## src/rtl/gf_arith_unit_if.sv

```systemverilog
// rtl/gf_arith_unit_if.sv - command/result handshake bundle for gf_arith_unit
interface gf_arith_unit_if #(parameter int M = 4);
  logic         in_valid;
  logic         in_ready;
  logic [1:0]   op;
  logic [M-1:0] a;
  logic [M-1:0] b;
  logic         out_valid;
  logic         out_ready;
  logic [M-1:0] z;
  logic         busy;

  modport master (
    output in_valid, op, a, b, out_ready,
    input  in_ready, out_valid, z, busy
  );

  modport slave (
    input  in_valid, op, a, b, out_ready,
    output in_ready, out_valid, z, busy
  );
endinterface

```

## src/rtl/gf_arith_unit.sv

```systemverilog
// rtl/gf_arith_unit.sv - GF(2^M) add, bit-serial multiply and multiply-accumulate
// unit with one command in flight, reduced modulo x^M + POLY.
module gf_arith_unit #(
  parameter int           M    = 4,
  parameter logic [M-1:0] POLY = M'(4'b0011)
) (
  input  logic           clk,
  input  logic           rst,
  gf_arith_unit_if.slave bus
);

  localparam int         CW     = $clog2(M + 1);
  localparam logic [1:0] OP_ADD = 2'b00;
  localparam logic [1:0] OP_MAC = 2'b10;
  localparam logic [1:0] OP_CLR = 2'b11;

  typedef enum logic [1:0] {IDLE, MUL, DONE} state_t;

  state_t        state;
  logic [M-1:0]  a_q;
  logic [M-1:0]  b_q;
  logic [M-1:0]  p;
  logic [M-1:0]  p_next;
  logic [M-1:0]  acc;
  logic [M-1:0]  z_q;
  logic          mac_q;
  logic          busy_q;
  logic          out_valid_q;
  logic [CW-1:0] cnt;

  // b_q is shifted left each iteration so its MSB is always the current multiplier bit.
  always_comb begin
    p_next = {p[M-2:0], 1'b0} ^ (p[M-1] ? POLY : '0);
    if (b_q[M-1]) begin
      p_next = p_next ^ a_q;
    end
  end

  always_ff @(posedge clk) begin
    if (rst) begin
      state       <= IDLE;
      a_q         <= '0;
      b_q         <= '0;
      p           <= '0;
      acc         <= '0;
      z_q         <= '0;
      mac_q       <= 1'b0;
      busy_q      <= 1'b0;
      out_valid_q <= 1'b0;
      cnt         <= '0;
    end else begin
      case (state)
        IDLE: begin
          if (bus.in_valid) begin
            a_q   <= bus.a;
            b_q   <= bus.b;
            mac_q <= (bus.op == OP_MAC);
            case (bus.op)
              OP_ADD: begin
                z_q         <= bus.a ^ bus.b;
                out_valid_q <= 1'b1;
                state       <= DONE;
              end
              OP_CLR: begin
                z_q         <= '0;
                acc         <= '0;
                out_valid_q <= 1'b1;
                state       <= DONE;
              end
              default: begin
                p      <= '0;
                cnt    <= CW'(M - 1);
                busy_q <= 1'b1;
                state  <= MUL;
              end
            endcase
          end
        end
        MUL: begin
          p   <= p_next;
          b_q <= b_q << 1;
          cnt <= cnt - CW'(1);
          if (cnt == '0) begin
            busy_q      <= 1'b0;
            out_valid_q <= 1'b1;
            state       <= DONE;
            if (mac_q) begin
              acc <= acc ^ p_next;
              z_q <= acc ^ p_next;
            end else begin
              z_q <= p_next;
            end
          end
        end
        DONE: begin
          if (bus.out_ready) begin
            out_valid_q <= 1'b0;
            state       <= IDLE;
          end
        end
        default: state <= IDLE;
      endcase
    end
  end

  assign bus.in_ready  = (state == IDLE) && !rst;
  assign bus.out_valid = out_valid_q;
  assign bus.z         = z_q;
  assign bus.busy      = busy_q;

endmodule

```

## src/flat_wrapper.sv

```systemverilog
// flat-port wrapper written by rule: the top's interface ports become plain ports
module gf_arith_unit_flat 
#(
  parameter int           M    = 4,
  parameter logic [M-1:0] POLY = M'(4'b0011)
)
  (clk, rst, bus_in_valid, bus_op, bus_a, bus_b, bus_out_ready, bus_in_ready, bus_out_valid, bus_z, bus_busy);
  gf_arith_unit_if #(.M(M)) bus_i ();
  input  logic clk;
  input  logic rst;
  input wire logic [$bits(bus_i.in_valid)-1:0] bus_in_valid;
  input wire logic [$bits(bus_i.op)-1:0] bus_op;
  input wire logic [$bits(bus_i.a)-1:0] bus_a;
  input wire logic [$bits(bus_i.b)-1:0] bus_b;
  input wire logic [$bits(bus_i.out_ready)-1:0] bus_out_ready;
  output wire logic [$bits(bus_i.in_ready)-1:0] bus_in_ready;
  output wire logic [$bits(bus_i.out_valid)-1:0] bus_out_valid;
  output wire logic [$bits(bus_i.z)-1:0] bus_z;
  output wire logic [$bits(bus_i.busy)-1:0] bus_busy;
  assign bus_i.in_valid = bus_in_valid;
  assign bus_i.op = bus_op;
  assign bus_i.a = bus_a;
  assign bus_i.b = bus_b;
  assign bus_i.out_ready = bus_out_ready;
  assign bus_in_ready = bus_i.in_ready;
  assign bus_out_valid = bus_i.out_valid;
  assign bus_z = bus_i.z;
  assign bus_busy = bus_i.busy;
  gf_arith_unit #(.M(M), .POLY(POLY)) u_core (.clk(clk), .rst(rst), .bus(bus_i));
endmodule
```

## config.mk

```make
export PLATFORM = sky130hd
export DESIGN_NAME = gf_arith_unit_flat
export DESIGN_NICKNAME = d
export VERILOG_FILES = /design/src/rtl/gf_arith_unit_if.sv /design/src/rtl/gf_arith_unit.sv /design/src/flat_wrapper.sv
export SDC_FILE = /design/constraint.sdc
export NUM_CORES = 1
export LEC_CHECK = 0
export BUFFER_PORTS_ARGS = -buffer_cell sky130_fd_sc_hd__buf_2
export CAP_MARGIN = 30
export CORE_ASPECT_RATIO = 2
export CORE_MARGIN = 2
export CORE_UTILIZATION = 50
export DETAILED_ROUTE_END_ITERATION = 8
export GPL_TIMING_DRIVEN = 1
export PLACE_DENSITY = 0.79
export SETUP_SLACK_MARGIN = 0.5
export SYNTH_ARGS = -nofsm -noshare
export SYNTH_HDL_FRONTEND = slang
export SYNTH_SLANG_ARGS = --single-unit
```

## constraint.sdc

```tcl
create_clock -name clk -period 1.35 [get_ports clk]
set_input_delay 0.3375 -clock clk [delete_from_list [all_inputs] [get_ports clk]]
set_output_delay 0.3375 -clock clk [all_outputs]
set_load 0.05 [all_outputs]
```

Yosys cells after proc, flatten, opt, wreduce, memory -nomap -nowiden --
Index checks and enable logic that the tools add are counted.
Word-level totals: output and inout port bits 7, register bits 28, word-level logic and storage cells 77, input port bits 14
Cells by class: add/sub/neg operators 1, equal/unequal tests 12, mux-type cells 34, bitwise operators 4, reduce and logical (&&, ||, !) cells 16
Operator list (count):
- 4-bit two-way mux | 11
- 4-bit one-hot mux with 2 select lines | 5
- 4-bit XOR | 4
- 2-bit two-way mux | 5
- 2-bit != test, second input constant | 5
- 5-bit AND reduction | 2
- 4-bit AND reduction | 2
- 1-bit two-way mux | 7
- 2-bit equality test, second input constant | 3
- 3-bit two-way mux | 2
- 2-bit one-hot mux with 3 select lines | 1
- 3-bit one-hot mux with 2 select lines | 1
- 3-bit AND reduction | 2
- 2-bit zero test | 2
- 2-bit by 1-bit != test with 1-bit output, second input constant | 2
- 2-bit AND reduction | 2
- 3-bit zero test | 1
- 3-bit != test, second input constant | 1
- 1-bit one-hot mux with 3 select lines | 1
- 3-bit nonzero test | 1
- 3-bit by 1-bit subtractor with 3-bit output, second input constant | 1
- 2-bit by 1-bit equality test with 1-bit output, second input constant | 1
- 1-bit one-hot mux with 2 select lines | 1
- 2-bit nonzero test | 1
- other kinds (3) | 3

Longest topological paths before layout --
depth in word-level cells 8, depth in mapped cells 7, gate-level depth less buffers 6

Worst setup path before layout --
OpenSTA, ideal clock, no wires.
kind in2out, from in rst, to out bus_in_ready, data required time 1.013 ns, buffers on the path 2, stages 3, data arrival time 1.777 ns, setup slack -0.764 ns, cells stage by stage clkbuf_1 > buf_1 > nor3_1
On the way: word-level cells in the longest chain between the ends 2
RTL lines:
- start, declared | RTL line flat_wrapper.sv:10 | input logic rst;
- 1-bit zero test | RTL line gf_arith_unit.sv:106 | assign bus.in_ready = (state == IDLE) && !rst;
- 1-bit logical AND | RTL line gf_arith_unit.sv:106
- end, declared | RTL line flat_wrapper.sv:16 | output wire logic [$bits(bus_i.in_ready)-1:0] bus_in_ready;
Every way passes these cells.

Worst setup path in the final report --
from reg u_core.b_q[3], to reg u_core.z_q[2] (netlist: u_core.bus.z[2])
On the way: word-level cells in the longest chain between the ends 5
RTL lines:
- start, declared | RTL line gf_arith_unit.sv:21 | logic [M-1:0] b_q;
- start signal, assigned | RTL line gf_arith_unit.sv:56 | b_q <= bus.b;
- start signal, assigned | RTL line gf_arith_unit.sv:81 | b_q <= b_q << 1;
- 4-bit two-way mux (*) | RTL line gf_arith_unit.sv:34 | if (b_q[M-1]) begin
- 4-bit XOR | RTL line gf_arith_unit.sv:89 | z_q <= acc ^ p_next;
- 4-bit two-way mux (*) | RTL line gf_arith_unit.sv:87 | if (mac_q) begin
- 4-bit two-way mux (*) | RTL line gf_arith_unit.sv:83 | if (cnt == '0) begin
- 4-bit one-hot mux with 2 select lines (*) | RTL line gf_arith_unit.sv:52 | case (state)
- end signal, assigned | RTL line gf_arith_unit.sv:60 | z_q <= bus.a ^ bus.b;
- end signal, assigned | RTL line gf_arith_unit.sv:89
- end signal, assigned | RTL line gf_arith_unit.sv:91 | z_q <= p_next;
- end, declared | RTL line gf_arith_unit.sv:25 | logic [M-1:0] z_q;
Every way passes the cells marked *; elsewhere a longest branch is shown, timed or not. The select of a mux whose other input is x is not followed. A chain may end at the register's enable or synchronous reset.

==> impl_metrics.py <==
metrics = {
    "logic_synthesis": {
        "post_synth_instance_area_mm2": 0.00142,
        "synthArstFlopShare": 0,
        "synthDominantAreaCellType": "sky130_fd_sc_hd__dfxtp_1",
        "synth-warning-count": 0,
        "synth.avg_cell_area_um2": 8.26,
        "synth_enable_flop_cells": 0,
        "yosysSeqAreaShare": 0.394,
        "synthDistinctLibCells": 32,
        "synth_ff_type": "sky130_fd_sc_hd__dfxtp_1",
        "synth_fp_nets": 190,
        "post_synth_main_area_contributors": "sky130_fd_sc_hd__dfxtp_1 (39%), sky130_fd_sc_hd__nand2_1 (7.4%), sky130_fd_sc_hd__a21oi_1 (6.3%)",
        "syn_inst": 172,
        "yosys.area.top_type_share": 0.394,
        "postSynthRegisterBits": 28,
    },
    "placement": {
        "portBuffers": 20,
        "place_worst_setup_slack_ns": -0.184,
        "finalWeightedCongestion": 0.926,
        "dp_hpwl_um": 2840,
    },
    "grt": {
        "grt_max_degree": 17,
        "groute.layer.met1.usage": 0.312,
        "grt_use_met3": 0.0339,
        "global_route_wire_length_before_repair_um": 7650,
        "global_route.usage.met2": 0.570,
        "grt.overflow.total": 0,
        "gr-max-usage-layer": "met2",
        "gr-usage-all-layers": 0.299,
        "vias_in_the_first_global_route": 1593,
        "antenna_found_initial": 0,
    },
    "clock_tree": {
        "clock_sink_count": 28,
        "htree_levels": 1,
        "cts.hold.buffers_added": 0,
        "cts_tree": "done",
        "ctsLongestPathBuffers": 2,
        "worstSkewPairLatency_ns": 0.28,
        "clock_pin_slew_on_the_worst_setup_and_hold_paths_ns": 0.10,
        "cts.root.buffer_cell": "sky130_fd_sc_hd__clkbuf_8",
        "tritoncts.num_buffers": 3,
    },
    "timing": {
        "setup-violations-final": 16,
        "setup_slack_ns": -0.281,
        "finalMaxSlewViolations": 0,
        "setup_repair_after_global_routing_missed_its_margin": "yes",
        "post-route-min-period_ns": 1.63,
        "fmax_mhz": 613,
        "report.final.hold_viol_count": 0,
        "finalClockSkew_ns": 0.00449,
        "fin_crit_sh": 1.21,
        "timing.max_slew.rel_slack": 0.722,
        "fin_setup_tns_ns": -1.85,
        "timing_worst_slew_pin_value_ns": 0.415,
    },
    "worst_setup_path": {
        "worst_path_max_delay_cell": "sky130_fd_sc_hd__mux2i_1",
        "crit_path_max_incr_delay_ns": 0.41,
        "cp-start-kind": "flop",
        "cp.required_ns": 1.47,
        "critPathArrivalTime_ns": 1.75,
        "path_cells": "nand2_1, xor2_1, mux2i_1, a311oi_2",
        "cpLargestDelayFamily": "multiplexers",
        "worstPathBufferInverterCount": 0,
        "setup.worst_path.start": "u_core.b_q[3]",
        "end_kind": "flop",
        "criticalPathCategory": "reg2reg",
        "crit_path_max_fanout": 5,
        "timing.rr.start": "u_core.b_q[3]",
    },
    "drt": {
        "final_antenna_net_count": 0,
        "drt-vias-per-instance": 6.52,
        "wire_per_inst_um": 25.8,
        "detail_route.drc_violations": 0,
        "drt_iter0_markers": 88,
        "drt-pass1-iter-count": 4,
        "totalWireLength_um": 6560,
        "num_vias": 1655,
    },
    "cells_and_area": {
        "nets": 244,
        "insertedDiodeCount": 0,
        "layout-drive-gt1-share": 0.671,
        "area_growth_pct": 75.9,
        "fillers": 104,
        "final_util": 0.914,
        "seq_area_um2": 579,
        "area_of_combinational_cells_with_multiple_inputs_mm2": 0.00120,
    },
    "worst_hold_path": {
        "holdCritStartpoint": "bus_a[1]",
        "min-delay-path-class": "in2reg",
    },
    "floorplanning": {
        "fp.dieH_um": 79.4,
        "placement_rows": 27,
        "ioPinCount": 21,
        "die_area_mm2": 0.00331,
        "design.core.area_mm2": 0.00274,
        "chipWidth_um": 41.7,
        "floorplan.initialDensity": 0.519,
    },
    "power": {
        "leak_pwr_nw": 1.05,
        "power_per_cell_area_mw_per_mm2": 1110,
        "power.ir.vdd_worst_mv": 0.865,
    },
    "run_status": {
        "result_of_the_run": "finished with violations",
        "failing_checks": "setup timing",
    },
    "job": {
        "drv_cap": 0,
    },
}
==> synth_stat cells (3+ instances only) <==
library cell                n
sky130_fd_sc_hd__nand2_1   28
sky130_fd_sc_hd__nor3_1     3
sky130_fd_sc_hd__nand3_1    5
sky130_fd_sc_hd__ha_1       4
sky130_fd_sc_hd__a22oi_1    8
sky130_fd_sc_hd__nor2_1    17
sky130_fd_sc_hd__and3_1     4
sky130_fd_sc_hd__dfxtp_1   28
sky130_fd_sc_hd__buf_2      4
sky130_fd_sc_hd__inv_1      5
sky130_fd_sc_hd__mux2i_1    3
sky130_fd_sc_hd__a311oi_1   6
sky130_fd_sc_hd__a21oi_1   18
sky130_fd_sc_hd__xor2_1     7
sky130_fd_sc_hd__xnor2_1    5
sky130_fd_sc_hd__clkbuf_1   5
==> where the power goes <==
part | total (mW) | internal [mW] | switching, mW | leakage, nW
Combinational | 1.13 | 0.542 | 0.591 | 0.777
Sequential | 0.965 | 0.900 | 0.0650 | 0.234
Clock | 0.669 | 0.397 | 0.272 | 0.0357
==> timing repair <==
item / CTS / global route
pin swaps: 23 / 24
setup endpoints to repair: 35 / 35
gates resized for setup: 73 / 41
cloned: 0 / 1
buffers inserted: 10 / 9
==> through the flow <==
step / power [mW] / hold WS (ns) / instances / area [um2]
floorplan: 1.42 / 0.434 / 172 / 1640
global placement: 1.56 / 0.447 / 230 / 1800
detailed placement: 1.59 / 0.453 / 230 / 1800
CTS: 2.48 / 0.313 / 244 / 2240
global route: 2.83 / 0.316 / 254 / 2500
finish: 2.77 / 0.319 / 254 / 2500
==> cell usage in the layout, fill, tap and decap left out, types with 6 or more instances in the layout <==
| cell | instances |
|---|---|
| sky130_fd_sc_hd__dfxtp_1 | 15 |
| sky130_fd_sc_hd__buf_8 | 7 |
| sky130_fd_sc_hd__nand2_2 | 7 |
| sky130_fd_sc_hd__a22oi_2 | 8 |
| sky130_fd_sc_hd__a21oi_2 | 12 |
| sky130_fd_sc_hd__dfxtp_2 | 12 |
| sky130_fd_sc_hd__xor2_1 | 6 |
| sky130_fd_sc_hd__buf_4 | 19 |
| sky130_fd_sc_hd__buf_2 | 11 |
| sky130_fd_sc_hd__nand2_1 | 17 |
| sky130_fd_sc_hd__buf_6 | 21 |
| sky130_fd_sc_hd__nor2_1 | 12 |
==> path summary, 6_finish.rpt <==
check,endpoint,slack [ns],depth (start not counted)
setup / recovery,u_core.bus.z[2],-0.28,4
hold / removal,u_core.a_q[1],0.32,3
setup reg to reg,u_core.bus.z[2],-0.28,4
hold reg to reg,u_core.a_q[0],0.48,2
==> registers in the layout, summed over array words and instances, names as in the netlist <==
register and count:
u_core.a_q 4, u_core.acc 4, u_core.b_q 4, u_core.bus.z 4, u_core.p 4, u_core.cnt 3
u_core.state 2, u_core.bus.busy 1, u_core.bus.out_valid 1, u_core.mac_q 1
==> cell families after synthesis <==
| group | share of synthesized area |
|---|---|
| fa+ha+maj | 0.0352 |
| xor+xnor | 0.0898 |
| compound gates | 0.204 |
| buf+inv | 0.0458 |
| flops | 0.394 |
| simple gates | 0.194 |
| mux | 0.0370 |
==> worst reg2reg max path, cell delays in order (launching register included) <==
cell                       delay [ns]
sky130_fd_sc_hd__dfxtp_2         0.39
sky130_fd_sc_hd__nand2_1         0.13
sky130_fd_sc_hd__xor2_1          0.32
sky130_fd_sc_hd__mux2i_1         0.41
sky130_fd_sc_hd__a311oi_2        0.23
==> layer usage <==
layer | vias to the layer above | wire length [um] | part of all wire
met2 | 108 | 3470 | 0.53
li1 | 711 | - | -
met5 | - | 0 | 0
met1 | 782 | 2040 | 0.31
met3 | 54 | 327 | 0.050
met4 | 0 | 718 | 0.11
==> layout make-up <==
type / instances / area share
Clock buffer: 3 / 0.0165
Clock inverter: 1 / 0.0120
Inverter: 5 / 0.00951
Multi-Input combinational cell: 128 / 0.482
Sequential cell: 28 / 0.232
Tap cell: 29 / 0.0145
Timing Repair Buffer: 60 / 0.234
Power figures use the tool's default switching activity.
